$ cat config.mk
export PLATFORM = sky130hd
export DESIGN_NAME = stoch_sub
export DESIGN_NICKNAME = d
export VERILOG_FILES = /design/src/rtl/stoch_sub.sv
export SDC_FILE = /design/constraint.sdc
export NUM_CORES = 1
export LEC_CHECK = 0
export CAP_MARGIN = 15
export CORE_ASPECT_RATIO = 0.9
export CORE_UTILIZATION = 45
export CTS_BUF_LIST = sky130_fd_sc_hd__clkbuf_8
export CTS_CLUSTER_DIAMETER = 80
export DETAILED_ROUTE_END_ITERATION = 6
export PLACE_DENSITY = 0.63
export SLEW_MARGIN = 10
export SYNTH_ARGS = -nofsm -noshare
export SYNTH_HDL_FRONTEND = slang
export SYNTH_SLANG_ARGS = --single-unit
$ cat constraint.sdc
create_clock -name CLK -period 4.4 [get_ports CLK]
set_input_delay 0.66 -clock CLK [delete_from_list [all_inputs] [get_ports CLK]]
set_output_delay 0.66 -clock CLK [all_outputs]
set_load 0.02 [all_outputs]
$ cat src/rtl/stoch_sub.sv
// Stochastic subtractor: y carries max(pa - pb, 0) via a signed saturating credit/debt counter.
// Define STOCH_SUB_SAT_FLAG_EN to add the sticky lower-saturation flag (sat, sat_clr).
module stoch_sub #(
  parameter int COUNTER_SIZE = 8
) (
  input  logic CLK,
  input  logic nRST,
  input  logic en,
  input  logic a,
  input  logic b,
`ifdef STOCH_SUB_SAT_FLAG_EN
  input  logic sat_clr,
  output logic sat,
`endif
  output logic y,
  output logic neg
);

  localparam int N = COUNTER_SIZE;
  localparam int W = COUNTER_SIZE + 2;
  localparam logic signed [W-1:0] CntMin = {{3{1'b1}}, {(N-1){1'b0}}};
  localparam logic signed [W-1:0] CntMax = {3'b000, {(N-1){1'b1}}};

  logic [N-1:0]        cnt_q, cnt_d;
  logic signed [W-1:0] cnt_ext, a_ext, b_ext, y_ext, sum, nxt;
  logic                pos;

  // Two guard bits keep counter + a - b - y from ever wrapping before the clamp.
  always_comb begin
    cnt_ext = {{2{cnt_q[N-1]}}, cnt_q};
    a_ext   = {{(W-1){1'b0}}, a};
    b_ext   = {{(W-1){1'b0}}, b};
    sum     = cnt_ext + a_ext - b_ext;
    pos     = ~sum[W-1] & (|sum);
    y       = nRST & en & pos;
    y_ext   = {{(W-1){1'b0}}, y};
    nxt     = sum - y_ext;
    cnt_d   = nxt[N-1:0];
    if (nxt < CntMin) begin
      cnt_d = CntMin[N-1:0];
    end else if (nxt > CntMax) begin
      cnt_d = CntMax[N-1:0];
    end
  end

  always_ff @(posedge CLK) begin
    if (!nRST) begin
      cnt_q <= '0;
    end else if (en) begin
      cnt_q <= cnt_d;
    end
  end

  assign neg = cnt_q[N-1];

`ifdef STOCH_SUB_SAT_FLAG_EN
  logic clamp_lo;
  logic sat_q;

  assign clamp_lo = en & (nxt < CntMin);

  // A clamp on the same edge as sat_clr keeps the flag set.
  always_ff @(posedge CLK) begin
    if (!nRST) begin
      sat_q <= 1'b0;
    end else if (clamp_lo) begin
      sat_q <= 1'b1;
    end else if (sat_clr) begin
      sat_q <= 1'b0;
    end
  end

  assign sat = sat_q;
`endif

endmodule

=== Word level (Yosys, flattened, before mapping) ===
Cells that the tools add are included.

* $add $sub $neg: 3
* Order comparisons: 2
* Mux-type cells: 2
* Bitwise logic cells: 4
* Reduce and logical (&&, ||, !) cells: 1

{| class="wikitable"
|+ Operator list
! operator !! count
|-
| 8-bit two-way mux || 2
|-
| 10-bit by 8-bit > comparator with 1-bit output, second input constant || 1
|-
| 10-bit by 8-bit less-than comparator with 1-bit output, second input constant || 1
|-
| 10-bit OR reduction || 1
|-
| 10-bit by 2-bit subtractor with 10-bit output || 1
|-
| 9-bit by 2-bit subtractor with 10-bit output || 1
|-
| 8-bit by 2-bit adder with 9-bit output || 1
|-
| 1-bit bitwise AND || 3
|-
| 1-bit inverter || 1
|}

* Register bits after elaboration: 8
* Input bits: 5
* Logic and storage cells: 13

=== Logic depth before layout (Yosys ltp) ===
* Depth after elaboration: 9
* Gate-level depth with buffers: 20
* Depth with buffers taken out: 20

=== Worst setup path before layout ===
Ideal clock, no wire load.

* Path type: in2reg
* Start point: input b
* End point: register cnt_q[0]
* Library setup time: 0.128 ns
* Arrival: 5.002 ns
* Required time: 4.272 ns
* Slack: -0.730 ns
* Cell stages on the path: 19
* Path buffers: 0
* Cells stage by stage: ha_1 -> inv_1 -> ha_1 -> fa_1 -> a211oi_1 -> nor2_1 -> o21ba_1 -> a211oi_2 -> nor2_1 -> a311oi_1 -> ha_1 -> ha_1 -> nand2_1 -> a21o_1 -> or3_1 -> or4b_1 -> o211ai_2 -> a31oi_2 -> nor2_1

* Cells in the longest elaborated chain, start to end: 8

{| class="wikitable"
|+ Ends and longest elaborated chain
! element !! RTL line !! source
|-
| from (decl) || 10 || <nowiki>input logic b,</nowiki>
|-
| 9-bit by 2-bit subtractor with 10-bit output * || 33 || <nowiki>sum = cnt_ext + a_ext - b_ext;</nowiki>
|-
| 10-bit OR reduction / 1-bit inverter (equally long branches) || 34 || <nowiki>pos = ~sum[W-1] & (|sum);</nowiki>
|-
| 1-bit bitwise AND * || 34 ||
|-
| 1-bit bitwise AND * || 35 || <nowiki>y = nRST & en & pos;</nowiki>
|-
| named net y || 15 || <nowiki>output logic y,</nowiki>
|-
| 10-bit by 2-bit subtractor with 10-bit output * || 37 || <nowiki>nxt = sum - y_ext;</nowiki>
|-
| 10-bit by 8-bit > comparator with 1-bit output || 41 || <nowiki>end else if (nxt > CntMax) begin</nowiki>
|-
| 8-bit two-way mux || 41 ||
|-
| 8-bit two-way mux * || 39 || <nowiki>if (nxt < CntMin) begin</nowiki>
|-
| to (signal assigned) || 50 || <nowiki>cnt_q <= cnt_d;</nowiki>
|-
| to (decl) || 24 || <nowiki>logic [N-1:0] cnt_q, cnt_d;</nowiki>
|}

The timed path passes the listed nets; every way through them passes the cells marked *.
A chain may end at the register's enable or synchronous reset.

=== Final worst setup path ===
* Start point: input b
* End point: register cnt_q[1]

* Cells in the longest elaborated chain, start to end: 8

{| class="wikitable"
|+ Ends and longest elaborated chain
! element !! RTL line
|-
| 9-bit by 2-bit subtractor with 10-bit output * || 33
|-
| 10-bit OR reduction / 1-bit inverter (equally long branches) || 34
|-
| 1-bit bitwise AND || 34
|-
| 1-bit bitwise AND || 35
|-
| 10-bit by 2-bit subtractor with 10-bit output * || 37
|-
| 10-bit by 8-bit > comparator with 1-bit output || 41
|-
| 8-bit two-way mux || 41
|-
| 8-bit two-way mux * || 39
|}

Every way passes the cells marked *; elsewhere a longest branch is shown, timed or not.

==> summary.txt <==
Synthesis
  • Sequential area share after synthesis: 14.2%
  • Ranking of synthesized cells by area: dfxtp_1, ha_1, nor2_1
  • Ys flop type: dfxtp_1
  • Flops & latches, synth: 8
  • Synth async-reset ratio: 0%
  • Cell taking the most area after synthesis: dfxtp_1
  • Netlist Area Pre-Place: ~1100 um^2
  • Post-synth top area share: between 10% and 20%
  • Synth Net Count: between 150 and 200
  • Syn avg cell area: between 7 and 8 um^2
  • Gate Count Post-Synth: approximately 150
  • Post-synth EDFFs: 0
  • Ys Warns: 0
  • Synth unique cells: 47

Clocking
  • Clock sink count: 8
  • Num CTS Buffers: 3
  • Clock Pin Slew Worst Setup and Hold Paths: approximately 0.040 ns
  • Max H-tree Level: 1
  • Clock buffer depth: 2
  • Hold_buf cts: 0
  • Root buf cell: clkbuf_8
  • Worst-Skew Late Latency: between 0.2 and 0.25 ns
  • CTS tree: yes

Global route
  • Gr usage total: between 20% and 30%
  • Global routing met1 resource utilization: between 30% and 40%
  • Largest net degree at the start of global routing: 19
  • GR Overflow Total: 0
  • Global routing usage on met3: under 10%
  • GR peak layer: met2
  • M2 GR Usage: 46.4%
  • Initial antenna violation count: 0
  • Global-route wire length before repair: approximately 5400 um
  • Number of global-route vias before repair: around 1,200

Die
  • Row cnt: 16
  • Starting Density: between 40% and 50%
  • DIE AREA: ~2700 um^2
  • I/O pin total: 7
  • Die H: 49.6 um
  • Die X: ~55 um
  • Core ar.: ~2300 um^2

Drt
  • Via count: 1,271
  • Initial DRC count: 49
  • Remaining DRCs: 0
  • WL final: approximately 3400 um
  • Drt pass-1 iters: 4
  • Drt wl/cell: approximately 15 um
  • Final ANT Viol Nets: 0
  • Via density: roughly 5.6

Cells and area
  • Final Instance Count excl. Fillers: roughly 230
  • Max reg flops: 8
  • Final core occ: 76.4%
  • Commonest non-fill, non-tap cell in the layout: buf_4
  • P&R area growth vs syn: 54.2%
  • Most frequent cells in the layout: buf_4, nor2_1, inv_1, nand2_1, dfxtp_1
  • Final net count: 219
  • Diode count: 0
  • Biggest regs: cnt_q (8)
  • Share of layout cells above drive strength 1: between 40% and 50%
  • Top reg by flops: cnt_q
  • Final-layout fill cell count: about 180

Job
  • Max_cap viols: 0

Worst setup path
  • Crit start category: input pin
  • Crit path DAT: ~4.6 ns
  • CP Capture Type: flip-flop
  • R2R cell count: 20
  • Crit path max fanout: 6
  • Critical path class: in2reg
  • Data required time of the worst path: ~4.5 ns

Placed design
  • I/O Buffers: 6
  • Gpl congestion: between 0.8 and 0.9
  • Cells after DPL: approximately 200
  • Post-DP HPWL: 2300 um

STA
  • Final hold vios: 0
  • Slew Limit Fails: 0
  • Tcrit/Tclk final: 101%
  • F_max: 224 MHz
  • Worst Skew: around 0.0042 ns
  • Slew HR: between 70% and 80%
  • Final setup violation count: 7
  • Worst-Margin Slew: between 0.3 and 0.4 ns
  • Hold slack: roughly 0.53 ns
  • Final worst slack: -0.0564 ns
  • Post-layout min period: ~4.5 ns
  • RSZ-0062 raised after global routing: yes

Run status
  • Violated checks: negative setup slack
  • Outcome: finished, violations left

Hold path
  • Hold-critical path depth: 2
  • Min-delay worst type: reg2reg
[synth_stat cells (2+ instances only)]
cell type,n
nor2_1,24
inv_1,13
nand2_1,13
ha_1,11
dfxtp_1,8
a21oi_1,6
nand3_1,6
o21ai_0,6
xnor2_1,5
a211oi_2,4
a21o_1,4
o22ai_1,4
xor2_1,3
a211oi_1,2
a31oi_1,2
and2_1,2
buf_4,2
nor2b_1,2
nor3_1,2
o21ai_1,2
or2_2,2
[critical path: stages]
cell and delay [ns]:
buf_6 0.09, ha_4 0.25, inv_2 0.03, ha_4 0.15, fa_2 0.41, a21oi_4 0.23
nor3_2 0.08, a311oi_2 0.30, and3_4 0.25, nor2_4 0.05, a311oi_4 0.29, ha_2 0.28
ha_4 0.15, nand2_2 0.04, a21o_1 0.18, or3_4 0.41, or4b_4 0.23, o211ai_4 0.09
a31oi_4 0.30, nor2_1 0.07
[per-layer routing]
layer | wire [um] | vias up
li1 | - | 636
met1 | 1530 | 599
met2 | 1660 | 32
met3 | 137 | 4
met4 | 27 | 0
met5 | 0 | -
[final timing paths]
| kind | endpoint | slack (ns) | from |
|---|---|---|---|
| min reg2reg | cnt_q[0]$_SDFFE_PN0P_ | 0.53 | cnt_q[0]$_SDFFE_PN0P_ |
| max | cnt_q[1]$_SDFFE_PN0P_ | -0.06 | b |
| min | cnt_q[0]$_SDFFE_PN0P_ | 0.53 | cnt_q[0]$_SDFFE_PN0P_ |
| max reg2reg | cnt_q[1]$_SDFFE_PN0P_ | 0.06 | cnt_q[0]$_SDFFE_PN0P_ |
[cell families after synthesis]
group / synth area share [%]
simple gates: 24.4
buf+inv: 7.19
flops: 14.2
fa+ha+maj: 13.9
compound gates: 34.1
xor+xnor: 6.19
[cell type report]
cell class	count	area, um^2	area share [%]
multi-input combinational	123	1040	59.8
tap	27	33.8	1.94
inverter	13	48.8	2.80
sequential	8	160	9.18
clock buffer	3	41.3	2.37
timing repair buffer	53	417	23.9
[metrics by stage]
step,setup TNS [ns],setup WS [ns],area (um^2)
floorplan,-0.570,-0.0986,1240
global placement,-3.67,-0.545,1490
detailed placement,-4.10,-0.605,1490
CTS,0,0.00447,1710
global route,-1.06,-0.165,1740
finish,-0.337,-0.0564,1740
[timing repair]
item,CTS,global route
setup endpoints to repair,8,8
gates resized for setup,8,8
setup buffers,22,1
cloned,0,0
pin swaps,17,19
Power is not shown: default switching activity piles up to over one toggle a cycle in this logic, so the estimate is an artifact.
